### src/rtl/vend_pkg.sv
// Shared types, coin encodings and price lookup for the vending controller.
package vend_pkg;

   typedef enum logic [1:0] {
      ST_IDLE     = 2'd0,
      ST_COLLECT  = 2'd1,
      ST_DISPENSE = 2'd2,
      ST_CHANGE   = 2'd3
   } vend_state_e;

   localparam int CREDIT_W = 6;

   localparam logic [1:0]          COIN_5  = 2'b01;
   localparam logic [1:0]          COIN_10 = 2'b10;
   localparam logic [CREDIT_W-1:0] VAL_5   = 6'd5;
   localparam logic [CREDIT_W-1:0] VAL_10  = 6'd10;

   function automatic logic [CREDIT_W-1:0] price_lookup(
      input logic [1:0]          sel,
      input logic [CREDIT_W-1:0] p0,
      input logic [CREDIT_W-1:0] p1,
      input logic [CREDIT_W-1:0] p2,
      input logic [CREDIT_W-1:0] p3
   );
      logic [CREDIT_W-1:0] price;
      case (sel)
         2'd0:    price = p0;
         2'd1:    price = p1;
         2'd2:    price = p2;
         default: price = p3;
      endcase
      return price;
   endfunction

endpackage

### src/rtl/vend_change_sequencer.sv
// Pays back a loaded credit one coin per handshake, largest coin first.
module vend_change_sequencer
   import vend_pkg::*;
(
   input  logic                clk,
   input  logic                rst,
   input  logic                start_i,
   input  logic [CREDIT_W-1:0] load_i,
   input  logic                chg_ack_i,
   output logic                chg_req_o,
   output logic                chg_coin_o,
   output logic                done_o,
   output logic [CREDIT_W-1:0] remaining_o
);

   logic [CREDIT_W-1:0] rem_q, rem_d;
   logic                req_q, req_d;
   logic                coin_q, coin_d;
   logic [CREDIT_W-1:0] step_s;

   // Next remaining credit and coin choice after a load or an acknowledged coin
   always_comb begin
      rem_d  = rem_q;
      req_d  = req_q;
      coin_d = coin_q;
      step_s = coin_q ? VAL_10 : VAL_5;
      if (start_i) begin
         rem_d  = load_i;
         req_d  = (load_i != 6'd0);
         coin_d = (load_i >= VAL_10);
      end else if (req_q && chg_ack_i) begin
         rem_d  = (rem_q >= step_s) ? (rem_q - step_s) : 6'd0;
         req_d  = (rem_d != 6'd0);
         coin_d = (rem_d >= VAL_10);
      end else begin
         rem_d  = rem_q;
      end
   end

   // Sequencer state registers
   always_ff @(posedge clk or posedge rst) begin
      if (rst) begin
         rem_q  <= 6'd0;
         req_q  <= 1'b0;
         coin_q <= 1'b0;
      end else begin
         rem_q  <= rem_d;
         req_q  <= req_d;
         coin_q <= coin_d;
      end
   end

   // Finished once no further coin is owed after this cycle
   assign done_o      = ~req_d;
   assign chg_req_o   = req_q;
   assign chg_coin_o  = coin_q;
   assign remaining_o = rem_q;

endmodule

### src/rtl/vend_controller.sv
// Vending controller: coin collection, selection validation, dispense handshake
// and change hand-off to the change sequencer.
module vend_controller
   import vend_pkg::*;
#(
   parameter int PRICE0     = 15,
   parameter int PRICE1     = 20,
   parameter int PRICE2     = 25,
   parameter int PRICE3     = 30,
   parameter int CREDIT_MAX = 40,
   parameter int TIMEOUT    = 255
) (
   input  logic       clk,
   input  logic       rst,
   input  logic       coin_valid,
   input  logic [1:0] coin,
   input  logic       sel_valid,
   input  logic [1:0] sel,
   input  logic       cancel,
   output logic       disp_req,
   output logic [1:0] disp_id,
   input  logic       disp_ack,
   output logic       chg_req,
   output logic       chg_coin,
   input  logic       chg_ack,
   output logic [5:0] credit,
   output logic       busy,
   output logic       coin_reject,
   output logic       sel_reject
);

   localparam logic [CREDIT_W-1:0] P0_C      = PRICE0[CREDIT_W-1:0];
   localparam logic [CREDIT_W-1:0] P1_C      = PRICE1[CREDIT_W-1:0];
   localparam logic [CREDIT_W-1:0] P2_C      = PRICE2[CREDIT_W-1:0];
   localparam logic [CREDIT_W-1:0] P3_C      = PRICE3[CREDIT_W-1:0];
   localparam logic [CREDIT_W:0]   CMAX_C    = CREDIT_MAX[CREDIT_W:0];
   localparam logic [7:0]          TIMEOUT_C = TIMEOUT[7:0];

   vend_state_e         state_q, state_d;
   logic [CREDIT_W-1:0] credit_q, credit_d;
   logic [7:0]          cnt_q, cnt_d;
   logic                disp_req_q, disp_req_d;
   logic [1:0]          disp_id_q, disp_id_d;
   logic                coin_rej_q, coin_rej_d;
   logic                sel_rej_q, sel_rej_d;

   logic                coin_ok_s, coin_acc_s;
   logic [CREDIT_W-1:0] coin_val_s, acc_s, price_s;
   logic [CREDIT_W:0]   sum_s;
   logic                seq_start_s, seq_done_s;
   logic [CREDIT_W-1:0] seq_load_s, seq_rem_s;

   // Coin qualification: sum is one bit wider so an over-limit coin cannot wrap
   always_comb begin
      coin_ok_s  = coin_valid && ((coin == COIN_5) || (coin == COIN_10));
      coin_val_s = (coin == COIN_10) ? VAL_10 : VAL_5;
      sum_s      = {1'b0, credit_q} + {1'b0, coin_val_s};
      coin_acc_s = coin_ok_s && (sum_s <= CMAX_C);
      acc_s      = coin_acc_s ? sum_s[CREDIT_W-1:0] : credit_q;
      price_s    = price_lookup(sel, P0_C, P1_C, P2_C, P3_C);
   end

   // Next-state, credit, idle counter and pulse outputs
   always_comb begin
      state_d     = state_q;
      credit_d    = credit_q;
      cnt_d       = 8'd0;
      disp_req_d  = disp_req_q;
      disp_id_d   = disp_id_q;
      coin_rej_d  = 1'b0;
      sel_rej_d   = 1'b0;
      seq_start_s = 1'b0;
      seq_load_s  = 6'd0;
      case (state_q)
         ST_IDLE: begin
            coin_rej_d = coin_valid && !coin_acc_s;
            sel_rej_d  = sel_valid;
            if (coin_acc_s) begin
               credit_d = acc_s;
               state_d  = ST_COLLECT;
            end else begin
               credit_d = 6'd0;
            end
         end
         ST_COLLECT: begin
            coin_rej_d = coin_valid && !coin_acc_s;
            if (cancel) begin
               seq_start_s = 1'b1;
               seq_load_s  = acc_s;
               credit_d    = 6'd0;
               state_d     = ST_CHANGE;
            end else if (sel_valid) begin
               // Selection is judged on the credit held before any same-cycle coin
               if (credit_q >= price_s) begin
                  disp_req_d = 1'b1;
                  disp_id_d  = sel;
                  credit_d   = acc_s - price_s;
                  state_d    = ST_DISPENSE;
               end else begin
                  sel_rej_d = 1'b1;
                  credit_d  = acc_s;
               end
            end else if (coin_valid) begin
               credit_d = acc_s;
            end else if ((cnt_q + 8'd1) >= TIMEOUT_C) begin
               seq_start_s = 1'b1;
               seq_load_s  = credit_q;
               credit_d    = 6'd0;
               state_d     = ST_CHANGE;
            end else begin
               cnt_d = cnt_q + 8'd1;
            end
         end
         ST_DISPENSE: begin
            coin_rej_d = coin_valid;
            sel_rej_d  = sel_valid;
            if (disp_ack) begin
               disp_req_d = 1'b0;
               if (credit_q == 6'd0) begin
                  state_d = ST_IDLE;
               end else begin
                  seq_start_s = 1'b1;
                  seq_load_s  = credit_q;
                  credit_d    = 6'd0;
                  state_d     = ST_CHANGE;
               end
            end else begin
               state_d = ST_DISPENSE;
            end
         end
         ST_CHANGE: begin
            coin_rej_d = coin_valid;
            sel_rej_d  = sel_valid;
            if (seq_done_s) begin
               state_d = ST_IDLE;
            end else begin
               state_d = ST_CHANGE;
            end
         end
         default: begin
            state_d    = ST_IDLE;
            credit_d   = 6'd0;
            disp_req_d = 1'b0;
         end
      endcase
   end

   // Controller state registers
   always_ff @(posedge clk or posedge rst) begin
      if (rst) begin
         state_q    <= ST_IDLE;
         credit_q   <= 6'd0;
         cnt_q      <= 8'd0;
         disp_req_q <= 1'b0;
         disp_id_q  <= 2'd0;
         coin_rej_q <= 1'b0;
         sel_rej_q  <= 1'b0;
      end else begin
         state_q    <= state_d;
         credit_q   <= credit_d;
         cnt_q      <= cnt_d;
         disp_req_q <= disp_req_d;
         disp_id_q  <= disp_id_d;
         coin_rej_q <= coin_rej_d;
         sel_rej_q  <= sel_rej_d;
      end
   end

   vend_change_sequencer u_change (
      .clk         (clk),
      .rst         (rst),
      .start_i     (seq_start_s),
      .load_i      (seq_load_s),
      .chg_ack_i   (chg_ack),
      .chg_req_o   (chg_req),
      .chg_coin_o  (chg_coin),
      .done_o      (seq_done_s),
      .remaining_o (seq_rem_s)
   );

   // While paying change the sequencer owns the credit
   assign credit      = (state_q == ST_CHANGE) ? seq_rem_s : credit_q;
   assign busy        = (state_q == ST_DISPENSE) || (state_q == ST_CHANGE);
   assign disp_req    = disp_req_q;
   assign disp_id     = disp_id_q;
   assign coin_reject = coin_rej_q;
   assign sel_reject  = sel_rej_q;

endmodule

### config.mk
export PLATFORM = sky130hd
export DESIGN_NAME = vend_controller
export DESIGN_NICKNAME = d
export VERILOG_FILES = /design/src/rtl/vend_pkg.sv /design/src/rtl/vend_change_sequencer.sv /design/src/rtl/vend_controller.sv
export SDC_FILE = /design/constraint.sdc
export NUM_CORES = 1
export LEC_CHECK = 0
export BUFFER_PORTS_ARGS = -buffer_cell sky130_fd_sc_hd__buf_4
export CORE_MARGIN = 4
export CORE_UTILIZATION = 55
export DETAILED_ROUTE_END_ITERATION = 12
export PLACE_DENSITY = 0.74
export SLEW_MARGIN = 20
export SYNTH_ARGS = -nofsm -noshare
export SYNTH_HDL_FRONTEND = slang
export SYNTH_SLANG_ARGS = --single-unit
### constraint.sdc
create_clock -name clk -period 4.6 [get_ports clk]
set_input_delay 0.92 -clock clk [delete_from_list [all_inputs] [get_ports clk]]
set_output_delay 0.92 -clock clk [all_outputs]
set_load 0.01 [all_outputs]
==> impl_results.md, run 1 <==
- Post-synthesis sequential area ratio: 24.0%
- Slew Limit Fails: 0
- Detailed-route via count: about 3000
- Worst Path Required: approximately 4800 ps
- Worst setup EP type: flip-flop
- Worst clock skew: 6.73 ps
- Iter 0 DRT Violations: 164
- RSZ-0062 raised after global routing: yes
- Critical path type: in -> reg
- Initial antenna violation count: 0
- Total chip power: 0.00232 W
- Syn Nets: 414
- Reg-to-reg critical path startpoint: credit_q[0]
- Worst Path Max Fanout: 4
- Post-synthesis cell type with the largest combined area: dfrtp_1
- Routed Antenna Nets: 0
- Cell Area, Synth: 3030 µm²
- Period utilization: 97.5%
- IO Port Bufs: 24
- Max Freq: 223 MHz
- Root Driver: clkbuf_8
- Hold Vio Cnt, Final: 0
- Vias in the first global route: around 2800
- Initial core utilization: 57.8%
- Data arrival time of the worst path: 4660 ps
- Static Leak: 1.70 nW
- Synth area leaders: dfrtp_1, ha_1, a21oi_1, o21ai_0, nor2_1
- Vias per cell: 6.22
- Hpwl dp: 6520 µm
- # IOs: 25
- Yosys warnings: 0
- CTS tree: done
- First-pass GRT wire length: 13400 µm
- Post-layout min period: 4480 ps
- Largest net degree at the start of global routing: 30
- Async set-reset flop share out of synthesis: between 90% and 100%
- Clock transition at path regs: around 60 ps
- Worst setup startpoint: coin[0]
- Placed insts: 476
- Clock sink total: 29
- Sequential cell area: about 730 µm²
- Fraction of layout cells with a size suffix above 1: between 20% and 30%
- Die ar.: 6760 µm²
- Total detailed-routing wirelength: 8280 µm
- Yosys cell types: 63
- Peak supply drop: 0.396 mV
- Die Y: 82.2 µm
- Chip width: 82.2 µm
- Synth-to-Final Area Change: 21.8%
- Total core area: 5240 µm²
- Slew @ Worst Pin: 707 ps
- DR DRC count: 0
- Final count of negative-setup-slack endpoints: 0
- Filler cells: 446
- Longest Clk Path Bufs: 2
- Final instance area: 3690 µm²
- Final net count: around 460
- Row count: 26
- HP Start: cnt_q[0]
- Type of origin of the critical path: input pin
- Status: finished, final reports clean
- CTS buffer count: 5
- Routed wire per std cell: 16.9 µm
- Top cell type's share of synthesized area: between 20% and 30%
- Post-DP Area: 3480 µm²
- Gr ovfl total: 0
- Synth Flop Type: dfrtp_1
- Max-cap viol count: 0
- Total global-route track usage: 26.0%
- PwrDens: approximately 630 nW/µm²
- Syn Area/Cell: 8.21 µm²
- Number of synthesized flops with an enable pin: 0
- Slew headroom: 52.5%
- Clock Latency Late Sink: 290 ps
- Seq cells post-synth: 29
- HP Class: reg -> reg
- ANT cells: 0
- Post-route insts no fill: 489
- DRT Pass-1 Iters: 6
- Area of the multi-input gates: 2260 µm²
- Htree depth: 2
- Post-Syn Instances: 369
- RD Place Congestion: approximately 0.96
## critical path, stage by stage
cell	delay [ps]
buf_6	100
inv_4	50
ha_4	170
inv_4	50
ha_4	170
ha_4	160
a21oi_4	140
xnor2_2	80
or3_4	410
a311oi_4	420
a21oi_4	90
o31ai_2	290
and2_1	180
ha_2	170
inv_2	40
a21o_1	160
a21oi_2	150
o21bai_1	90
a211oi_2	270
mux2i_1	220
o22ai_1	100
a22o_1	230
## through the flow
stage	util (%)	TNS (ps)	hold WS (ps)	worst slack [ps]
finish	70.4	0	498	116
global route	70.4	-76.5	542	-76.5
CTS	68.5	0	502	85.7
detailed placement	66.5	-470	494	-213
global placement	66.5	-136	483	-72.3
floorplan	-	0	459	8.60
## worst paths after layout
kind | endpoint | depth (start not counted) | slack [ps]
min | cnt_q[0] | 1 | 500
min in group asynchronous | cnt_q[3] | 3 | 710
max | credit_q[5] | 22 | 120
max reg2reg | credit_q[5] | 18 | 550
min reg2reg | cnt_q[0] | 1 | 500
max in group asynchronous | u_change.remaining_o[1] | 3 | 3600
## synth_stat cells, drive strengths merged, types with 3 or more instances
cell type,n
nand2,26
ha,32
or3,3
mux2,6
nand2b,8
o21a,4
nor2b,3
and2,9
a221oi,3
a21oi,34
xor2,10
a22oi,3
clkbuf,4
buf,7
a31oi,8
inv,24
mux2i,4
nand3,10
nor2,30
nor3,10
xnor2,5
dfrtp,29
o21ai,25
nand4,9
and3,5
a22o,3
a21o,9
o31ai,4
## layout make-up
cell class,count,share of cell area [%]
Multi-Input combinational cell,305,61.4
Tap cell,70,2.37
Clock inverter,1,0.136
Sequential cell,29,19.7
Timing Repair Buffer,53,11.2
Clock buffer,7,2.61
Inverter,24,2.58
## per-layer routing
metal / up-vias / GRT usage [%] / share of wire, %
met1: 1436 / 33.2 / 44
met5: - / 0 / 0
met2: 124 / 45.4 / 47
met3: 16 / 4.01 / 7.2
met4: 0 / 6.98 / 1.7
li1: 1467 / - / -
## cell families (layout without fill, tap and decap cells)
logic type / Yosys count / count (layout) / share of synthesized area, %
muxes: 10 / 10 / 3.55
and+or+nand+nor: 123 / 123 / 21.1
buffers and inverters: 35 / 85 / 4.67
DFF: 29 / 29 / 24.0
xor gates and xnor gates: 15 / 15 / 4.34
adders and majority gates: 34 / 34 / 14.5
AOI/OAI and AO/OA: 123 / 123 / 27.8
## power breakdown
part	internal [W]	total, W	switching [W]
logic	0.000734	0.00163	0.000898
registers	0.000332	0.000449	0.000117
clock network	0.000135	0.000239	0.000104
total	0.00120	0.00232	0.00112
## layout by cell type (no fill, tap or decap), types with 3 or more instances in the layout
master,instances
a21o_1,8
a21oi_1,31
a221oi_1,3
a22o_1,3
a22oi_1,3
a31oi_1,8
and2_1,9
and3_1,5
buf_4,51
clkbuf_8,7
dfrtp_1,29
ha_1,28
ha_4,3
inv_1,21
mux2_2,6
mux2i_1,4
nand2_1,26
nand2b_1,8
nand3_1,10
nand4_1,9
nor2_1,30
nor2b_1,3
nor3_1,9
o21a_1,4
o21ai_0,24
xnor2_1,4
xor2_1,9
## what timing repair did
action / 4_1_cts / 5_1_grt
resized for setup: 0 / 12
setup endpoints to repair: 0 / 3
setup buffers: 0 / 5
hold buffers: 0 / 0
## state kept, by name (all words and copies together), names as in the netlist
register and count:
u_change.chg_req_o 1, disp_id 2, coin_reject 1, disp_req 1
u_change.chg_coin_o 1, cnt_q 8, sel_reject 1, credit_q 6
state_q 2, u_change.remaining_o 6
(Power assumes the default switching activity.)
==> inputs of run 2 (changes only) <==
--- a/config.mk
+++ b/config.mk
@@ -9,7 +9,7 @@
 export CORE_MARGIN = 4
 export CORE_UTILIZATION = 55
 export DETAILED_ROUTE_END_ITERATION = 12
-export PLACE_DENSITY = 0.74
+export PLACE_DENSITY = 0.77
 export SLEW_MARGIN = 20
 export SYNTH_ARGS = -nofsm -noshare
 export SYNTH_HDL_FRONTEND = slang
==> constraint.sdc (replaced) <==
create_clock -name clk -period 3.7 [get_ports clk]
set_input_delay 0.74 -clock clk [delete_from_list [all_inputs] [get_ports clk]]
set_output_delay 0.74 -clock clk [all_outputs]
set_load 0.01 [all_outputs]
==> impl_results.md, run 2 (synthesis gave the netlist of run 1 again) <==
- Status: finished, violations left
- Failing checks: negative setup slack
- R2r setup slk: -330 ps (-880 ps)
- Fraction of layout cells with a size suffix above 1: 29.2% (+7.5 points)
- Synth-to-Final Area Change: 32.1%
- Vias per cell: 6.22 (about the same)
- CP dominant cell by count: ha_4
- RD Place Congestion: 0.914 (-4.4%)
- Die Y: 82.2 µm (unchanged)
- Worst path slowest cell: or3_4
- Commonest non-fill, non-tap cell in the layout: buf_4
- Reg-to-reg critical path startpoint: credit_q[1]
- Max-cap viol count: 0 (unchanged)
- Clock Latency Late Sink: 290 ps (about the same)
- FF-to-FF End: credit_q[5]
- Iter 0 DRT Violations: 292 (+78%)
- Type of origin of the critical path: input pin
- Slew headroom: 66.7% (+14 points)
- Static Leak: 1.85 nW (+9.1%)
- Initial antenna violation count: 0 (unchanged)
- HP Class: reg -> reg
- Commonest cells after routing, fill and taps aside: buf_4, nor2_1, a21oi_1, dfrtp_1, ha_1
- RSZ-0062 raised after global routing: yes
- Total core area: 5240 µm² (unchanged)
- Row count: 26 (unchanged)
- Gr ovfl total: 0 (unchanged)
- HP Start: cnt_q[0]
- DRT Pass-1 Iters: 6 (unchanged)
- Root Driver: clkbuf_8
- Critical path, cell by cell: buf_8, inv_12, ha_4, inv_4, ha_4, ha_4, a21oi_4, xnor2_2, or3_4, a311oi_4, a21oi_4, o31ai_4, nand2_2, ha_4, a21o_1, a21oi_2, o21bai_1, a211oi_2, mux2i_1, o22ai_1, a22o_1
- # IOs: 25 (unchanged)
- Worst clock skew: 8.89 ps (+2.16 ps)
- First-pass GRT wire length: 14300 µm (+6.2%)
- PnR worst setup slack: -657 ps (-772 ps)
- Slew Limit Fails: 0 (unchanged)
- PwrDens: 800 nW/µm² (+27%)
- Routed wire per std cell: 17.4 µm (+2.9%)
- Period utilization: 118%
- Htree depth: 2 (unchanged)
- DR DRC count: 0 (unchanged)
- Hold Vio Cnt, Final: 0 (unchanged)
- CTS buffer count: 5 (unchanged)
- Worst Path Max Fanout: 4 (unchanged)
- Fin Hold WS: 513 ps (+15.1 ps)
- Final count of negative-setup-slack endpoints: 5 (+5)
- Endpoint, Worst Hold: cnt_q[0]
- Max Freq: 230 MHz
- Die ar.: 6760 µm² (unchanged)
- Slew @ Worst Pin: 499 ps (-208 ps)
- Clock sink total: 29 (unchanged)
- Largest register FFs: 8 (unchanged)
- Slowest stage delay, CP: 410 ps (about the same)
- IO Port Bufs: 24 (unchanged)
- Total detailed-routing wirelength: 9020 µm (+9.0%)
- Worst Path Required: 3870 ps (-910 ps)
- Hold Path Depth: 1 (unchanged)
- Chip width: 82.2 µm (unchanged)
- Hpwl dp: 6410 µm (-1.6%)
- Routed Antenna Nets: 0 (unchanged)
- Vias in the first global route: 3120 (+9.9%)
- Final net count: 492 (+6.3%)
- Longest Clk Path Bufs: 2 (unchanged)
- Final core occ: 76.4% (+5.9 points)
- Reg2reg path depth: 17 (-1)
- Critical path type: in -> reg
- Reg with most FFs: cnt_q
- CTS tree: done
- Post-Place Setup Slack: -894 ps (-681 ps)
- ANT cells: 0 (unchanged)
- Post-layout min period: approximately 4400 ps
- Data arrival time of the worst path: 4530 ps (-130 ps)
- Detailed-route via count: 3224 (+5.9%)
- Total global-route track usage: 27.0% (+1.0 points)
- Initial core utilization: 57.8% (unchanged)
- Filler cells: 369 (-17%)
- Clock transition at path regs: 70 ps (about the same)
- Worst setup EP type: flip-flop
- Peak supply drop: 0.506 mV (+28%)
- Largest net degree at the start of global routing: 30 (unchanged)
-- run 2: worst max-delay path by stage --
stage	startpoint	to	slack, ps
after global routing	coin[0]	credit_q[5]	-750
after CTS	coin[0]	credit_q[5]	-590
after detailed placement	coin[0]	credit_q[5]	-890
after global placement	coin[0]	credit_q[5]	-700
after floorplan	coin[0]	credit_q[5]	-600
final	coin[0]	credit_q[5]	-660
-- run 2: report_power, final --
group          switching, W  internal [W]  leakage (nW)
clock              0.000137      0.000220        0.0585
sequential         0.000110      0.000413         0.376
combinational       0.00123       0.00109          1.42
-- run 2: repair_timing --
action                     4_1_cts  5_1_grt
pin swaps                       18       19
resized for setup                5       15
setup endpoints to repair        5        5
setup buffers                   10        9
hold buffers                     0        0
-- run 2: worst max-delay path: cells and delay by family --
| family | cells | cell delay (ps) |
|---|---|---|
| AO/OA/AOI/OAI | 10 | 1960 |
| XOR/XNOR | 1 | 90 |
| multiplexers | 1 | 290 |
| buffers and inverters | 3 | 200 |
| adder cells (fa/ha/maj) | 4 | 710 |
| AND/OR/NAND/NOR | 2 | 530 |
-- run 2: metal layers --
| layer | part of all wire (%) | vias up | global-route usage [%] | wire length (µm) |
|---|---|---|---|---|
| met3 | 8.6 | 55 | 4.34 | 775 |
| met2 | 46 | 183 | 45.4 | 4190 |
| met5 | 0 | - | 0 | 0 |
| li1 | - | 1524 | - | - |
| met1 | 40 | 1462 | 34.9 | 3650 |
| met4 | 4.5 | 0 | 9.80 | 404 |
-- run 2: through the flow --
step | std cells | total power [W] | area [µm²] | TNS (ps)
2_1_floorplan | 369 | 0.00193 | 3150 | -1980
3_3_place_gp | 495 | 0.00254 | 3680 | -2830
3_5_place_dp | 495 | 0.00259 | 3680 | -3470
4_1_cts | 513 | 0.00304 | 3890 | -1750
5_1_grt | 518 | 0.00345 | 4000 | -2830
6_report | 518 | 0.00320 | 4000 | -2120
-- run 2: cell type report --
cell class / instances / area [µm²] / share of cell area, %
Multi-Input combinational cell: 305 / 2340 / 58.6
Sequential cell: 29 / 726 / 18.1
Timing Repair Buffer: 82 / 623 / 15.6
Inverter: 24 / 105 / 2.63
Tap cell: 70 / 87.6 / 2.19
Clock buffer: 7 / 86.3 / 2.16
Clock inverter: 1 / 30.0 / 0.751
==> inputs of run 3 (changes only) <==
--- a/config.mk
+++ b/config.mk
@@ -10,6 +10,7 @@
 export CORE_UTILIZATION = 55
 export DETAILED_ROUTE_END_ITERATION = 12
 export PLACE_DENSITY = 0.77
+export RECOVER_POWER = 25
 export SLEW_MARGIN = 20
 export SYNTH_ARGS = -nofsm -noshare
 export SYNTH_HDL_FRONTEND = slang
==> constraint.sdc (replaced) <==
create_clock -name clk -period 3.5 [get_ports clk]
set_input_delay 0.7 -clock clk [delete_from_list [all_inputs] [get_ports clk]]
set_output_delay 0.7 -clock clk [all_outputs]
set_load 0.01 [all_outputs]
==> impl_results.md, run 3 (synthesis gave the netlist of run 1 again) <==
- CP delay by family, top: compound AO/OA/AOI/OAI gates
- Largest net degree at the start of global routing: 30 (unchanged)
- Failing checks: negative setup slack
- CTS buffer count: 5 (unchanged)
- Final instance area: 4020 µm² (+0.44%)
- FF-to-FF End: credit_q[4]
- Longest Clk Path Bufs: 2 (unchanged)
- Total chip power: 0.00341 W (+6.5%)
- Type of origin of the critical path: input pin
- Worst path slowest cell: a311oi_4
- Worst Path Required: 3660 ps (-210 ps)
- Iter 0 DRT Violations: 232 (-21%)
- Initial antenna violation count: 0 (unchanged)
- Post-DP Area: 3780 µm² (+2.7%)
- CTS tree: done
- Hpwl dp: 6590 µm (+2.7%)
- Clock sink total: 29 (unchanged)
- RSZ-0062 raised after global routing: yes
- Htree depth: 2 (unchanged)
- Max-cap viol count: 0 (unchanged)
- Fraction of layout cells with a size suffix above 1: 29.1% (-0.17 points)
- Synth-to-Final Area Change: 32.6%
- Total core area: 5240 µm² (unchanged)
- Gr ovfl total: 0 (unchanged)
- Peak supply drop: 0.557 mV (+10%)
- Slowest stage delay, CP: 410 ps (about the same)
- Slew @ Worst Pin: 1190 ps (+689 ps)
- RD Place Congestion: 1.07 (+17%)
- PwrDens: 848 nW/µm² (+6.1%)
- Total global-route track usage: 28.0% (+0.94 points)
- Post-route insts no fill: 524 (+1.2%)
- Cts hold-fix bufs: 0 (unchanged)
- Critical path, cell by cell: buf_8, inv_12, ha_4, inv_4, ha_4, ha_4, a21oi_4, xnor2_2, or3_4, a311oi_4, a21oi_4, o31ai_4, and2_1, ha_2, inv_2, fa_2, a21oi_2, nor2_1, nor2_1, xor2_1, o2bb2ai_1, a22oi_1, o2bb2ai_1
- Final core occ: 76.7% (+0.33 points)
- IO Port Bufs: 24 (unchanged)
- # IOs: 25 (unchanged)
- First-pass GRT wire length: 14700 µm (+2.8%)
- Commonest cells after routing, fill and taps aside: buf_4, a21oi_1, nor2_1, dfrtp_1, ha_1
- Routed Antenna Nets: 0 (unchanged)
- Reg2reg path depth: 19 (+2)
- Commonest non-fill, non-tap cell in the layout: buf_4
- HP Start: cnt_q[0]
- Setup_tns: -2390 ps (-274 ps)
- Vias in the first global route: 3155 (+1.1%)
- WP buf/inv: 4 (+1)
- Detailed-route via count: 3278 (+1.7%)
- Filler cells: 361 (-2.2%)
- Sequential cell area: 726 µm² (unchanged)
- Reg-to-reg critical path startpoint: credit_q[0]
- Post-layout min period: 4230 ps
- Chip width: 82.2 µm (unchanged)
- Period utilization: 121%
- Worst Path Max Fanout: 4 (unchanged)
- DR DRC count: 0 (unchanged)
- Worst setup EP type: flip-flop
- Vias per cell: 6.26 (+0.51%)
- HP Class: reg -> reg
- Static Leak: 1.89 nW (+1.8%)
- Slew Limit Fails: 0 (unchanged)
- R2r setup slk: -420 ps (-90 ps)
- Hold Vio Cnt, Final: 0 (unchanged)
- Data arrival time of the worst path: 4390 ps (-140 ps)
- Final count of negative-setup-slack endpoints: 5 (unchanged)
- PnR worst setup slack: -726 ps (-69.5 ps)
- Largest register FFs: 8 (unchanged)
- DRT Pass-1 Iters: 8 (+2)
- Die Y: 82.2 µm (unchanged)
- Critical path type: in -> reg
- Worst clock skew: 12.7 ps (+3.77 ps)
- Routed wire per std cell: 17.5 µm (+0.40%)
- Clock transition at path regs: 60 ps (about the same)
- Status: finished, violations left
- Area of the multi-input gates: 2310 µm² (-1.3%)
- Max Freq: 237 MHz
- Placed insts: 508 (+2.6%)
- CP dominant cell by count: ha_4
- Root Driver: clkbuf_8
- Reg with most FFs: cnt_q
- Total detailed-routing wirelength: 9160 µm (+1.6%)
- Final net count: 498 (+1.2%)
- Clock Latency Late Sink: 300 ps (about the same)
- Slew headroom: 20.7% (-46 points)
- Die ar.: 6760 µm² (unchanged)
- Hold Path Depth: 1 (unchanged)
- ANT cells: 0 (unchanged)
- Endpoint, Worst Hold: cnt_q[0]
- Initial core utilization: 57.8% (unchanged)
- Row count: 26 (unchanged)
==> run 3: changes by cell type in the layout (fill, tap and decap cells not counted), moves of 2 or more <==
| cell | delta |
|---|---|
| buf_4 | +4 |
| ha_4 | -2 |
| nand2_1 | +2 |
| nand2_2 | -2 |
==> run 3: worst reg2reg max path, stage by stage, from the launching register on <==
cell and delay (ps):
dfrtp_1 430, ha_4 200, ha_4 160, a21oi_4 140, xnor2_2 100, or3_4 350
a311oi_4 410, a21oi_4 100, o31ai_4 210, and2_1 170, ha_2 180, inv_2 40
fa_2 360, a21oi_2 150, nor2_1 60, nor2_1 120, xor2_1 200, o2bb2ai_1 120
a22oi_1 200, o2bb2ai_1 80
==> run 3: per-stage QoR <==
step                setup WS, ps  hold slack, ps
floorplan                   -763             459
detailed placement          -986             492
CTS                         -670             504
global route                -928             545
finish                      -726             499
global placement            -847             483
==> run 3: layout make-up <==
type	count	share of cell area [%]
Clock buffer	7	2.15
Clock inverter	1	0.747
Inverter	24	2.62
Multi-Input combinational cell	305	57.5
Sequential cell	29	18.1
Tap cell	70	2.18
Timing Repair Buffer	88	16.7
==> run 3: how the worst max path moves through the flow <==
stage,from,endpoint,slack (ps),cells after the start
6_report,coin[0],credit_q[4],-730,23
3_3_place_gp,coin[0],credit_q[5],-850,20
3_5_place_dp,coin[0],credit_q[5],-990,20
5_1_grt,coin[0],credit_q[4],-930,23
4_1_cts,coin[0],credit_q[5],-670,21
2_1_floorplan,coin[0],credit_q[5],-760,21
==> run 3: what timing repair did <==
item                       4_1_cts  5_1_grt
gates resized for setup          8        7
buffers inserted                 8        4
pin swaps                       28       19
setup endpoints to repair        5       10
==> run 3: where the power goes <==
part	total [W]	switching (W)	leakage, nW	internal [W]
Combinational	0.00248	0.00132	1.45	0.00117
Sequential	0.000550	0.000113	0.376	0.000437
Clock	0.000376	0.000144	0.0585	0.000232
==> run 3: layer usage <==
| metal | GRT usage, % | vias up | part of all wire [%] |
|---|---|---|---|
| met4 | 12.1 | 0 | 4.7 |
| met5 | 0 | - | 0 |
| met2 | 46.9 | 181 | 45 |
| met1 | 34.9 | 1523 | 42 |
| li1 | - | 1526 | - |
| met3 | 5.10 | 48 | 7.8 |
